## src/rtl/seq_alu_pkg.sv

```systemverilog
// seq_alu_pkg: shared function codes, operand modes, FSM states and flag layout
// for the sequential ALU core and its multiplier.
package seq_alu_pkg;

    typedef enum logic [3:0] {
        FN_ADD = 4'b0010,
        FN_SUB = 4'b0011,
        FN_NEG = 4'b0100,
        FN_FLP = 4'b0101,
        FN_AND = 4'b0110,
        FN_OR  = 4'b0111,
        FN_XOR = 4'b1000,
        FN_LSL = 4'b1001,
        FN_LSR = 4'b1010,
        FN_ASR = 4'b1011,
        FN_MUL = 4'b1100
    } fn_t;

    typedef enum logic [1:0] {
        MODE_RR   = 2'b00,
        MODE_ILL  = 2'b01,
        MODE_ADDI = 2'b10,
        MODE_SUBI = 2'b11
    } mode_t;

    typedef enum logic [1:0] {
        S_IDLE,
        S_EXEC,
        S_MULT,
        S_DONE
    } state_t;

    // Bit order matches the FLAGS port: {Z, NF, C, V}.
    typedef struct packed {
        logic z;
        logic nf;
        logic c;
        logic v;
    } flags_t;

    // True for every function code the core can execute.
    function automatic logic fn_is_legal(input logic [3:0] fn);
        case (fn)
            FN_ADD, FN_SUB, FN_NEG, FN_FLP, FN_AND, FN_OR,
            FN_XOR, FN_LSL, FN_LSR, FN_ASR, FN_MUL: return 1'b1;
            default:                                return 1'b0;
        endcase
    endfunction

endpackage

```

## src/rtl/seq_alu_mul.sv

```systemverilog
// seq_alu_mul: iterative shift-and-add multiplier keeping the low N bits.
// The final partial sum is presented combinationally while o_done is high, so
// the owner captures the product on the same edge that ends the operation.
module seq_alu_mul #(
    parameter int N = 16
) (
    input  logic         i_clk,
    input  logic         i_rst_n,
    input  logic         i_start,
    input  logic [N-1:0] i_a,
    input  logic [N-1:0] i_b,
    output logic [N-1:0] o_product,
    output logic         o_done
);

    localparam int CW = $clog2(N + 1);

    logic [CW-1:0] r_cnt;
    logic [N-1:0]  r_acc;
    logic [N-1:0]  r_mcand;
    logic [N-1:0]  r_mplier;
    logic [N-1:0]  w_acc_next;

    assign w_acc_next = r_acc + (r_mplier[0] ? r_mcand : '0);
    assign o_product  = w_acc_next;
    assign o_done     = (r_cnt == CW'(1));

    // Load operands on start, then add-and-shift once per edge until the count expires.
    always_ff @(negedge i_clk or negedge i_rst_n) begin
        if (!i_rst_n) begin
            r_cnt    <= '0;
            r_acc    <= '0;
            r_mcand  <= '0;
            r_mplier <= '0;
        end else if (i_start) begin
            r_cnt    <= CW'(N);
            r_acc    <= '0;
            r_mcand  <= i_a;
            r_mplier <= i_b;
        end else if (r_cnt != '0) begin
            r_cnt    <= r_cnt - CW'(1);
            r_acc    <= w_acc_next;
            r_mcand  <= r_mcand << 1;
            r_mplier <= r_mplier >> 1;
        end
    end

endmodule

```

## src/rtl/seq_alu_core.sv

```systemverilog
// seq_alu_core: handshaked ALU with operand register A and result register G.
// Single-cycle ops go IDLE->EXEC->DONE; MUL goes IDLE->MULT->DONE via seq_alu_mul.
module seq_alu_core
    import seq_alu_pkg::*;
#(
    parameter int N    = 16,
    parameter int IMMW = 6,
    parameter int SHW  = $clog2(N)
) (
    input  logic         CLKb,
    input  logic         RSTb,
    input  logic [N-1:0] DIN,
    input  logic         Ain,
    input  logic [N-1:0] B,
    input  logic [3:0]   FN,
    input  logic [1:0]   MODE,
    input  logic         START,
    input  logic         Gout,
    output logic [N-1:0] RES,
    output logic         BUSY,
    output logic         DONE,
    output logic         ERR,
    output logic [3:0]   FLAGS
);

    state_t          r_state;
    state_t          w_next_state;
    logic [N-1:0]    r_a;
    logic [N-1:0]    r_g;
    logic [N-1:0]    r_b;
    logic [3:0]      r_fn;
    logic [1:0]      r_mode;
    logic [IMMW-1:0] r_imm;
    flags_t          r_flags;
    logic            r_err;

    logic            w_start_acc;
    logic            w_mul_req;
    logic            w_mul_start;
    logic            w_mul_done;
    logic            w_legal;
    logic [3:0]      w_eff_fn;
    logic [N-1:0]    w_a_eff;
    logic [N-1:0]    w_opnd;
    logic [N-1:0]    w_alu_res;
    logic [N-1:0]    w_mul_prod;
    logic [N:0]      w_sum;
    logic [N:0]      w_diff;
    logic [SHW-1:0]  w_shamt;
    logic signed [N-1:0] w_a_signed;
    flags_t          w_alu_flags;

    assign w_start_acc = START && (r_state == S_IDLE);
    assign w_mul_req   = (MODE == MODE_RR) && (FN == FN_MUL);
    assign w_mul_start = w_start_acc && w_mul_req;
    // A load and START on the same edge: the operation sees the new A.
    assign w_a_eff     = Ain ? DIN : r_a;

    assign RES   = Gout ? r_g : '0;
    assign ERR   = r_err;
    assign FLAGS = r_flags;

    seq_alu_mul #(.N(N)) u_mul (
        .i_clk     (CLKb),
        .i_rst_n   (RSTb),
        .i_start   (w_mul_start),
        .i_a       (w_a_eff),
        .i_b       (B),
        .o_product (w_mul_prod),
        .o_done    (w_mul_done)
    );

    // State register.
    always_ff @(negedge CLKb or negedge RSTb) begin
        // NOTE: clocked state uses <= so every register samples pre-edge values.
        if (!RSTb) r_state <= S_IDLE;
        else       r_state <= w_next_state;
    end

    // Next-state and handshake outputs.
    always_comb begin
        // NOTE: defaults first so no path leaves a variable unassigned (no latch).
        w_next_state = r_state;
        BUSY         = 1'b0;
        DONE         = 1'b0;
        case (r_state)
            S_IDLE: if (START) w_next_state = w_mul_req ? S_MULT : S_EXEC;
            S_EXEC: begin
                BUSY         = 1'b1;
                w_next_state = S_DONE;
            end
            S_MULT: begin
                BUSY = 1'b1;
                if (w_mul_done) w_next_state = S_DONE;
            end
            S_DONE: begin
                DONE         = 1'b1;
                w_next_state = S_IDLE;
            end
            default: w_next_state = S_IDLE;
        endcase
    end

    // A accepts DIN only while idle.
    always_ff @(negedge CLKb or negedge RSTb) begin
        if (!RSTb)                         r_a <= '0;
        else if (r_state == S_IDLE && Ain) r_a <= DIN;
    end

    // Capture B, FN, MODE and the immediate at the accepted START.
    always_ff @(negedge CLKb or negedge RSTb) begin
        if (!RSTb) begin
            r_b    <= '0;
            r_fn   <= '0;
            r_mode <= '0;
            r_imm  <= '0;
        end else if (w_start_acc) begin
            r_b    <= B;
            r_fn   <= FN;
            r_mode <= MODE;
            r_imm  <= DIN[IMMW-1:0];
        end
    end

    // Immediate modes reuse the ADD/SUB datapath.
    always_comb begin
        case (r_mode)
            MODE_ADDI: w_eff_fn = FN_ADD;
            MODE_SUBI: w_eff_fn = FN_SUB;
            default:   w_eff_fn = r_fn;
        endcase
    end

    assign w_legal    = (r_mode != MODE_ILL) && fn_is_legal(w_eff_fn);
    assign w_opnd     = (r_mode == MODE_RR) ? r_b : {{(N-IMMW){1'b0}}, r_imm};
    assign w_sum      = {1'b0, r_a} + {1'b0, w_opnd};
    // Bit N of the extended difference is the unsigned borrow (A < operand).
    assign w_diff     = {1'b0, r_a} - {1'b0, w_opnd};
    assign w_shamt    = r_b[SHW-1:0];
    assign w_a_signed = r_a;

    // Single-cycle ALU result and flags.
    always_comb begin
        w_alu_res   = '0;
        w_alu_flags = '0;
        case (w_eff_fn)
            FN_ADD: begin
                w_alu_res     = w_sum[N-1:0];
                w_alu_flags.c = w_sum[N];
                w_alu_flags.v = (r_a[N-1] == w_opnd[N-1]) && (w_sum[N-1] != r_a[N-1]);
            end
            FN_SUB: begin
                w_alu_res     = w_diff[N-1:0];
                w_alu_flags.c = w_diff[N];
                w_alu_flags.v = (r_a[N-1] != w_opnd[N-1]) && (w_diff[N-1] != r_a[N-1]);
            end
            FN_NEG:  w_alu_res = ~r_a + N'(1);
            FN_FLP:  w_alu_res = ~r_a;
            FN_AND:  w_alu_res = r_a & r_b;
            FN_OR:   w_alu_res = r_a | r_b;
            FN_XOR:  w_alu_res = r_a ^ r_b;
            FN_LSL:  w_alu_res = r_a << w_shamt;
            FN_LSR:  w_alu_res = r_a >> w_shamt;
            FN_ASR:  w_alu_res = w_a_signed >>> w_shamt;
            default: w_alu_res = '0;
        endcase
        w_alu_flags.z  = (w_alu_res == '0);
        w_alu_flags.nf = w_alu_res[N-1];
    end

    // G, FLAGS and the sticky error flag; illegal ops leave G and FLAGS alone.
    always_ff @(negedge CLKb or negedge RSTb) begin
        if (!RSTb) begin
            r_g     <= '0;
            r_flags <= '0;
            r_err   <= 1'b0;
        end else if (w_start_acc) begin
            r_err <= 1'b0;
        end else if (r_state == S_EXEC) begin
            if (w_legal) begin
                r_g     <= w_alu_res;
                r_flags <= w_alu_flags;
            end else begin
                r_err <= 1'b1;
            end
        end else if (r_state == S_MULT && w_mul_done) begin
            r_g     <= w_mul_prod;
            r_flags <= '{z: (w_mul_prod == '0), nf: w_mul_prod[N-1], c: 1'b0, v: 1'b0};
        end
    end

endmodule

```

## config.mk

```make
export PLATFORM = sky130hd
export DESIGN_NAME = seq_alu_core
export DESIGN_NICKNAME = d
export VERILOG_FILES = /design/src/rtl/seq_alu_pkg.sv /design/src/rtl/seq_alu_mul.sv /design/src/rtl/seq_alu_core.sv
export SDC_FILE = /design/constraint.sdc
export NUM_CORES = 1
export LEC_CHECK = 0
export ABC_AREA = 1
export CAP_MARGIN = 20
export CORE_AREA = 2 2 156 158
export DETAILED_ROUTE_END_ITERATION = 6
export DIE_AREA = 0 0 158 160
export PLACE_DENSITY = 0.79
export SETUP_SLACK_MARGIN = 0.05
export SKIP_LAST_GASP = 1
export SYNTH_ARGS = -nofsm -noshare
export SYNTH_HDL_FRONTEND = slang
export SYNTH_SLANG_ARGS = --single-unit
```

## constraint.sdc

```tcl
create_clock -name CLKb -period 7.9 [get_ports CLKb]
set_clock_uncertainty 0.2 [all_clocks]
set_input_delay 1.58 -clock CLKb [delete_from_list [all_inputs] [get_ports CLKb]]
set_output_delay 1.58 -clock CLKb [all_outputs]
set_load 0.005 [all_outputs]
```

==> results of run 1 <==
-- power by group through the flow --
stage | sequential [mW] | combinational [mW] | clock, mW
after floorplan | 1.04 | 2.71 | 0
after global placement | 1.17 | 3.62 | 0
after detailed placement | 1.18 | 3.69 | 0
after CTS | 1.18 | 3.73 | 0.715
after global routing | 1.22 | 4.26 | 0.744
final | 1.19 | 3.82 | 0.712
-- worst paths after layout --
kind	slack, ns	from	endpoint	cells past startpoint
setup reg to reg	3.67	r_mode[1]	r_g[10]	17
min in group asynchronous	4.83	RSTb	r_g[8]	1
max in group asynchronous	1.88	RSTb	u_mul.r_acc[12]	2
setup / recovery	0.21	FN[3]	u_mul.r_mplier[3]	11
hold reg to reg	0.24	r_g[0]	r_g[0]	2
hold / removal	0.24	r_g[0]	r_g[0]	2
-- sequential cells by signal, summed over array words and instances, names as in the netlist, 3 cells and up --
signal,flops
u_mul.r_acc,16
r_a,16
r_imm,6
u_mul.r_cnt,5
FLAGS,3
r_g,16
r_fn,4
r_b,16
u_mul.r_mplier,16
u_mul.r_mcand,16
-- metrics by stage --
step,TNS (ns),worst slack (ns),utilization (%),hold WS (ns),area (sq um)
4_1_cts,0,0.2783,54.98,0.2389,13100
3_5_place_dp,-2.259,-0.1094,52.73,0.2338,12560
6_report,0,0.2054,55.04,0.2363,13110
5_1_grt,0,0.1531,55.04,0.2646,13110
3_3_place_gp,0,0.002406,52.73,0.2269,12560
2_1_floorplan,0,0.6903,-,0.2135,11660
-- logic make-up after synthesis --
kind of cell,after synthesis
multiplexers,8
XOR/XNOR,11
AO/OA/AOI/OAI,241
adder cells (fa/ha/maj),97
buffers and inverters,323
AND/OR/NAND/NOR,1092
flip-flops,119
-- Yosys cell counts (all sizes together) --
cell and number:
nand2 616, inv 252, nand3 232, nor2 197, o21ai 123, dfrtn 119, ha 94, a21oi 58
clkbuf 35, buf 34, nand4 17, o211ai 16, o221ai 16, mux2 8, nor3 8, o22a 8
xor2 8, and2 7, nand3b 7, o21bai 5, or2 5, fa 3, o22ai 3, o31ai 3
xnor2 3, a21boi 2, a31oi 2, clkinv 2, nor4 2, a211oi 1, a221oi 1, a22o 1
a22oi 1, and3 1, o21a 1
-- per-layer routing --
metal  vias up  routed length (um)  global-route usage, %
li1       6157                   -                      -
met1      5872               16630                  43.74
met2       664               18240                  51.46
met3       102                3795                  6.730
met4         0                1581                  12.37
met5         -                   0                      0
-- cell type report --
type / count / share of cell area (%)
multi-input combinational: 1449 / 56.33
sequential: 119 / 22.71
inverter: 254 / 7.310
timing repair buffer: 89 / 6.461
clock buffer: 20 / 3.483
tap: 324 / 3.092
clock inverter: 9 / 0.6107
-- worst min-delay path, stage by stage, from the launching register on --
cell,delay [ns]
dfrtn_1,0.40
nand2_1,0.05
o21ai_0,0.07
-- cell usage in the layout (no fill, tap or decap), types with 3 or more instances in the layout --
cell type | Yosys | final
nand2_1 | 611 | 611
inv_1 | 244 | 244
nand3_1 | 228 | 228
nor2_1 | 187 | 186
o21ai_0 | 120 | 120
dfrtn_1 | 119 | 119
ha_1 | 94 | 94
clkdlybuf4s50_1 | 0 | 64
a21oi_1 | 58 | 58
buf_4 | 6 | 23
nand4_1 | 17 | 17
clkbuf_16 | 0 | 17
o211ai_1 | 16 | 16
o221ai_1 | 16 | 16
nor2_2 | 8 | 9
nor3_1 | 8 | 8
xor2_1 | 8 | 8
mux2_2 | 8 | 8
o22a_1 | 8 | 8
nand3b_1 | 7 | 7
and2_1 | 7 | 7
inv_2 | 6 | 6
o21bai_1 | 5 | 5
or2_2 | 5 | 5
nand2_2 | 4 | 4
nand3_2 | 4 | 4
clkinvlp_4 | 0 | 4
clkinv_2 | 0 | 4
xnor2_1 | 3 | 3
o21ai_1 | 3 | 3
o31ai_1 | 3 | 3
o22ai_1 | 3 | 3
fa_1 | 3 | 3
clkbuf_8 | 0 | 3
==> results by group, run 1 <==
Floorplan
  – Die X: 158 um
  – # rows: 57
  – Starting Density: 48.93%
  – Chip height: 160 um
  – Io pins: 66
  – Core area: 23,820 sq um
  – Die area: 25,280 sq um

Synth
  – Syn Inst Count: 1,891
  – Main combinational cell family by area after synthesis: simple AND/OR/NAND/NOR gates
  – Simple-gate portion of the synthesized area: 39.28%
  – Syn. warnings: 0
  – Post-Synth XOR/XNOR Area: 0.8265%
  – Syn Area/Cell: 6.164 sq um
  – Top cells by area, synth: dfrtn_1 26%, nand2_1 20%, ha_1 10%
  – Post-synthesis sequential area ratio: 25.55%
  – Count of cell types in the netlist: 46
  – Mux cell area share after synthesis: 0.7729%
  – Synthesized flop and latch total: 119
  – Post-synthesis compound-gate area fraction: 11.86%
  – Share of the synthesized area in the top cell type: 25.55%
  – Adder-Cell Fraction of Synth Area: 10.61%
  – Netlist Area Pre-Place: 11,660 sq um
  – Post-Syn Nets: 2,031
  – Cell taking the most area after synthesis: dfrtn_1

Global route
  – Vias in the first global route: 12,112
  – Largest net degree at the start of global routing: 53
  – GRT Total Usage: 32.54%
  – First-pass GRT wire length: 63,850 um
  – Overflow after GRT: 0
  – Initial antenna violation count: 0

Clock network
  – CTS Buf Count: 17
  – Clk slew on worst S/H paths: 0.04 ns
  – CTS tree: built
  – Root buffer cell: clkbuf_16
  – CTS Buffer Depth: 2
  – Post-CTS Repair Setup Buffers: 0
  – CTS Sinks: 119
  – Clk Latency, worst-skew pair: 0.40 ns
  – Hold Buf Count CTS: 0
  – H-tree depth: 4
  – Post-CTS sizing: 0

Pwr
  – Pint: 2.518 mW
  – Clock power share: 12.4%
  – Sequential power share: 20.8%
  – Leak pwr: 6.984 nW
  – Switch Pwr: 3.213 mW
  – Pwr/cell area: 437.2 nW/um^2
  – Switching share of power: 56.06%
  – Total chip power: 5.732 mW
  – Gate power share: 66.7%
  – Maximum VDD drop: 0.0002057 V

Job
  – Max-Cap Viols: 0

Critical path
  – CP Max Fanout: 10
  – CP peak stage delay: 0.45 ns
  – Critical path endpoint category: flip-flop
  – CP max stage cell: clkdlybuf4s50_1
  – Arrival time worst endpoint: 3.77 ns
  – Crit-path cells: clkdlybuf4s50_1 -> inv_1 -> nor4_1 -> nand3_1 -> nor3_1 -> inv_1 -> nand2_1 -> inv_1 -> buf_4 -> nand2_1 -> o211ai_1
  – Crit Path Class: in2reg
  – Startpoint Class: primary input
  – CP most frequent cell: inv_1
  – CP delay by family, top: simple AND/OR/NAND/NOR gates
  – WP data required: 3.97 ns
  – WP buf/inv: 5

Place
  – Post-DP HPWL: 31,130 um
  – Port Buffer Count: 65
  – Final Wtd Congestion: 1.027
  – Placed cells: 2,234

Cells and area
  – Reg area: 2978 sq um
  – Layout cells sized above 1: 4.845%
  – Final std cells w/o fill: 2,264
  – Fill cell count: 2,382
  – Layout area overhead: 12.48%
  – Multi-input gate area in the final layout: 7386 sq um
  – N_diodes: 0
  – NumNets Final: 2,070

Timing
  – Max-slew violations: 0
  – Worst slew margin: 28.69%
  – Slew of the pin with the lowest slew margin: 1.066 ns
  – Unrepaired setup endpoints after global routing: false
  – Final Setup Violations: 0
  – Hold Violations, Final: 0

Outcome
  – Failing checks: DRC
  – Status: complete, but fails checks

Min path
  – HP Class: reg2reg

Drt
  – Vias per cell: 5.652
  – First-pass DRT Iterations: 7
  – Remaining antenna violation count: 0
  – Drt total wl: 40,250 um
  – WL per Instance: 17.78 um
  – Vias: 12,795
  – Residual DRC count: 8
  – Iteration-0 DRC Markers: 1,308
Power figures use the tool's default switching activity.
==> run 2, diff against run 1 <==
--- a/config.mk
+++ b/config.mk
@@ -7,10 +7,12 @@
 export LEC_CHECK = 0
 export ABC_AREA = 1
 export CAP_MARGIN = 20
-export CORE_AREA = 2 2 156 158
+export CELL_PAD_IN_SITES_DETAIL_PLACEMENT = 0
+export CELL_PAD_IN_SITES_GLOBAL_PLACEMENT = 1
+export CORE_AREA = 2 2 161 163
 export DETAILED_ROUTE_END_ITERATION = 6
-export DIE_AREA = 0 0 158 160
-export PLACE_DENSITY = 0.79
+export DIE_AREA = 0 0 163 165
+export PLACE_DENSITY = 0.95
 export SETUP_SLACK_MARGIN = 0.05
 export SKIP_LAST_GASP = 1
 export SYNTH_ARGS = -nofsm -noshare
==> run 2 against run 1 <==
Net effect: the flow now finishes without violations; first-iteration DRC count rose by 8.6%; critical path depth down 8; via count decreased by 0.77%; setup slack improved by 0.21 ns; sequential share of layout area decreased by 0.093 points; core utilization fell by 2.5 points; count of clock-buffer cells in the layout decreased by 1; design area up 0.41%.
==> results by group, run 2 (synthesis gave the netlist of run 1 again) <==
Outcome
  – Status: complete, no violations

Drt
  – Drt total wl: 40,890 um
  – Iteration-0 DRC Markers: 1,421
  – Met3 wire length: 3347 um
  – Residual DRC count: 0
  – WL per Instance: 18.01 um
  – Remaining antenna violation count: 0
  – Highest routed metal layer: met4
  – Vias per cell: 5.593
  – First-pass DRT Iterations: 6
  – Metal2 WL: 18,100 um
  – Post-Route M1 WL: 17,810 um
  – Vias: 12,696

Pwr
  – Pwr/cell area: 440.0 nW/um^2
  – Leak pwr: 7.009 nW
  – Maximum VDD drop: 0.0002466 V
  – Total chip power: 5.793 mW

Floorplan
  – Starting Density: 46.56%
  – Core area: 25,040 sq um
  – Io pins: 66
  – Die X: 163 um
  – Die area: 26,900 sq um
  – Chip height: 165 um
  – # rows: 58

Timing
  – Hold Violations, Final: 0
  – Slew of the pin with the lowest slew margin: 1.031 ns
  – Worst slew margin: 31.21%
  – Setup_tns: 0 ns
  – Final Setup Violations: 0
  – Unrepaired setup endpoints after global routing: false
  – Max-slew violations: 0

Critical path
  – WP data required: 6.12 ns
  – Crit Path Class: reg2out
  – Critical path endpoint category: primary output
  – CP Max Fanout: 4
  – CP delay by family, top: buffers and inverters
  – Crit-path cells: inv_1 -> ha_1 -> clkdlybuf4s50_1
  – CP max stage cell: clkdlybuf4s50_1
  – R2R depth: 19
  – CP peak stage delay: 0.52 ns
  – Arrival time worst endpoint: 5.70 ns
  – FF-to-FF End: FLAGS[3]
  – Reg-to-reg slack, setup: 3.64 ns
  – Start of the worst register-to-register path: r_mode[1]
  – Startpoint Class: flip-flop
  – WP buf/inv: 2

Job
  – Max-Cap Viols: 0

Global route
  – Vias in the first global route: 11,838
  – Largest net degree at the start of global routing: 69
  – Initial antenna violation count: 0
  – First-pass GRT wire length: 64,110 um
  – Overflow after GRT: 0
  – GRT Total Usage: 31.15%

Cells and area
  – N_diodes: 0
  – Fill cell count: 2,599
  – Commonest non-fill, non-tap cell in the layout: nand2_1
  – NumNets Final: 2,067
  – Layout cells sized above 1: 4.845%
  – Commonest cells after routing, fill and taps aside: 611 x nand2_1, 244 x inv_1, 228 x nand3_1
  – Layout area overhead: 12.95%

Min path
  – Worst Hold Depth: 2
  – Hold Path Origin: FLAGS[0]
  – Hold Path End: FLAGS[0]
  – HP Class: reg2reg

Clock network
  – Hold Buf Count CTS: 0
  – Root buffer cell: clkbuf_16
  – Clk slew on worst S/H paths: 0.04 ns
  – Post-CTS sizing: 0
  – Post-CTS Repair Setup Buffers: 0
  – Clk Latency, worst-skew pair: 0.39 ns
  – CTS tree: built
  – CTS Sinks: 119
  – CTS Buffer Depth: 2
  – CTS Buf Count: 17
  – H-tree depth: 4

Place
  – Post-DP HPWL: 31,480 um
  – Final Wtd Congestion: 0.9951
  – Port Buffer Count: 65
run 2: cell count changes in the layout (fill, tap and decap cells not counted), sizes merged:
cell / change
bufinv: +1
clkinvlp: -3
buf: -2
clkinv: +2
inv: +4
clkbuf: -2
run 2: worst max-delay path by stage:
| stage | slack (ns) | cells past startpoint | to | start |
|---|---|---|---|---|
| after floorplan | 0.69 | 9 | u_mul.r_mcand[9] | FN[1] |
| after global placement | 0.15 | 9 | u_mul.r_mcand[1] | FN[3] |
| after detailed placement | 0.11 | 9 | u_mul.r_mplier[7] | FN[3] |
| after CTS | 0.42 | 3 | BUSY | r_state[0] |
| after global routing | 0.34 | 11 | u_mul.r_mplier[7] | FN[3] |
| final | 0.42 | 3 | BUSY | r_state[0] |
run 2: layout make-up:
cell class / instances / area, sq um / share of cell area, %
flip-flops and latches: 119 / 2978 / 22.62
clock buffers: 19 / 442.9 / 3.364
repair buffers: 86 / 843.3 / 6.406
well taps: 330 / 412.9 / 3.136
clock inverters: 13 / 143.9 / 1.093
inverters: 254 / 958.4 / 7.280
multi-input cells: 1449 / 7386 / 56.10
run 2: tightest hold or removal path, delay by kind of cell (launching register included):
kind	cells	cell delay, ns
flops	1	0.40
simple gates	2	0.10
run 2: power by group:
part | internal [mW] | switching (mW)
logic | 1.22 | 2.58
registers | 0.849 | 0.363
clock network | 0.476 | 0.301
run 2: routing by layer:
layer / track usage, % / vias up
li1: - / 6154
met1: 42.44 / 5846
met2: 49.85 / 588
met3: 4.093 / 108
met4: 13.15 / 0
met5: 0 / -
run 2: stage by stage:
step	setup WS (ns)	hold slack (ns)	cells	utilization [%]	cell area, sq um
after floorplan	0.6903	0.2135	1891	-	11660
after global placement	0.1542	0.2246	2237	50.21	12570
after detailed placement	0.1061	0.2279	2237	50.21	12570
after CTS	0.4184	0.2309	2269	52.55	13160
after global routing	0.3414	0.2558	2270	52.58	13170
final	0.4159	0.2281	2270	52.58	13170
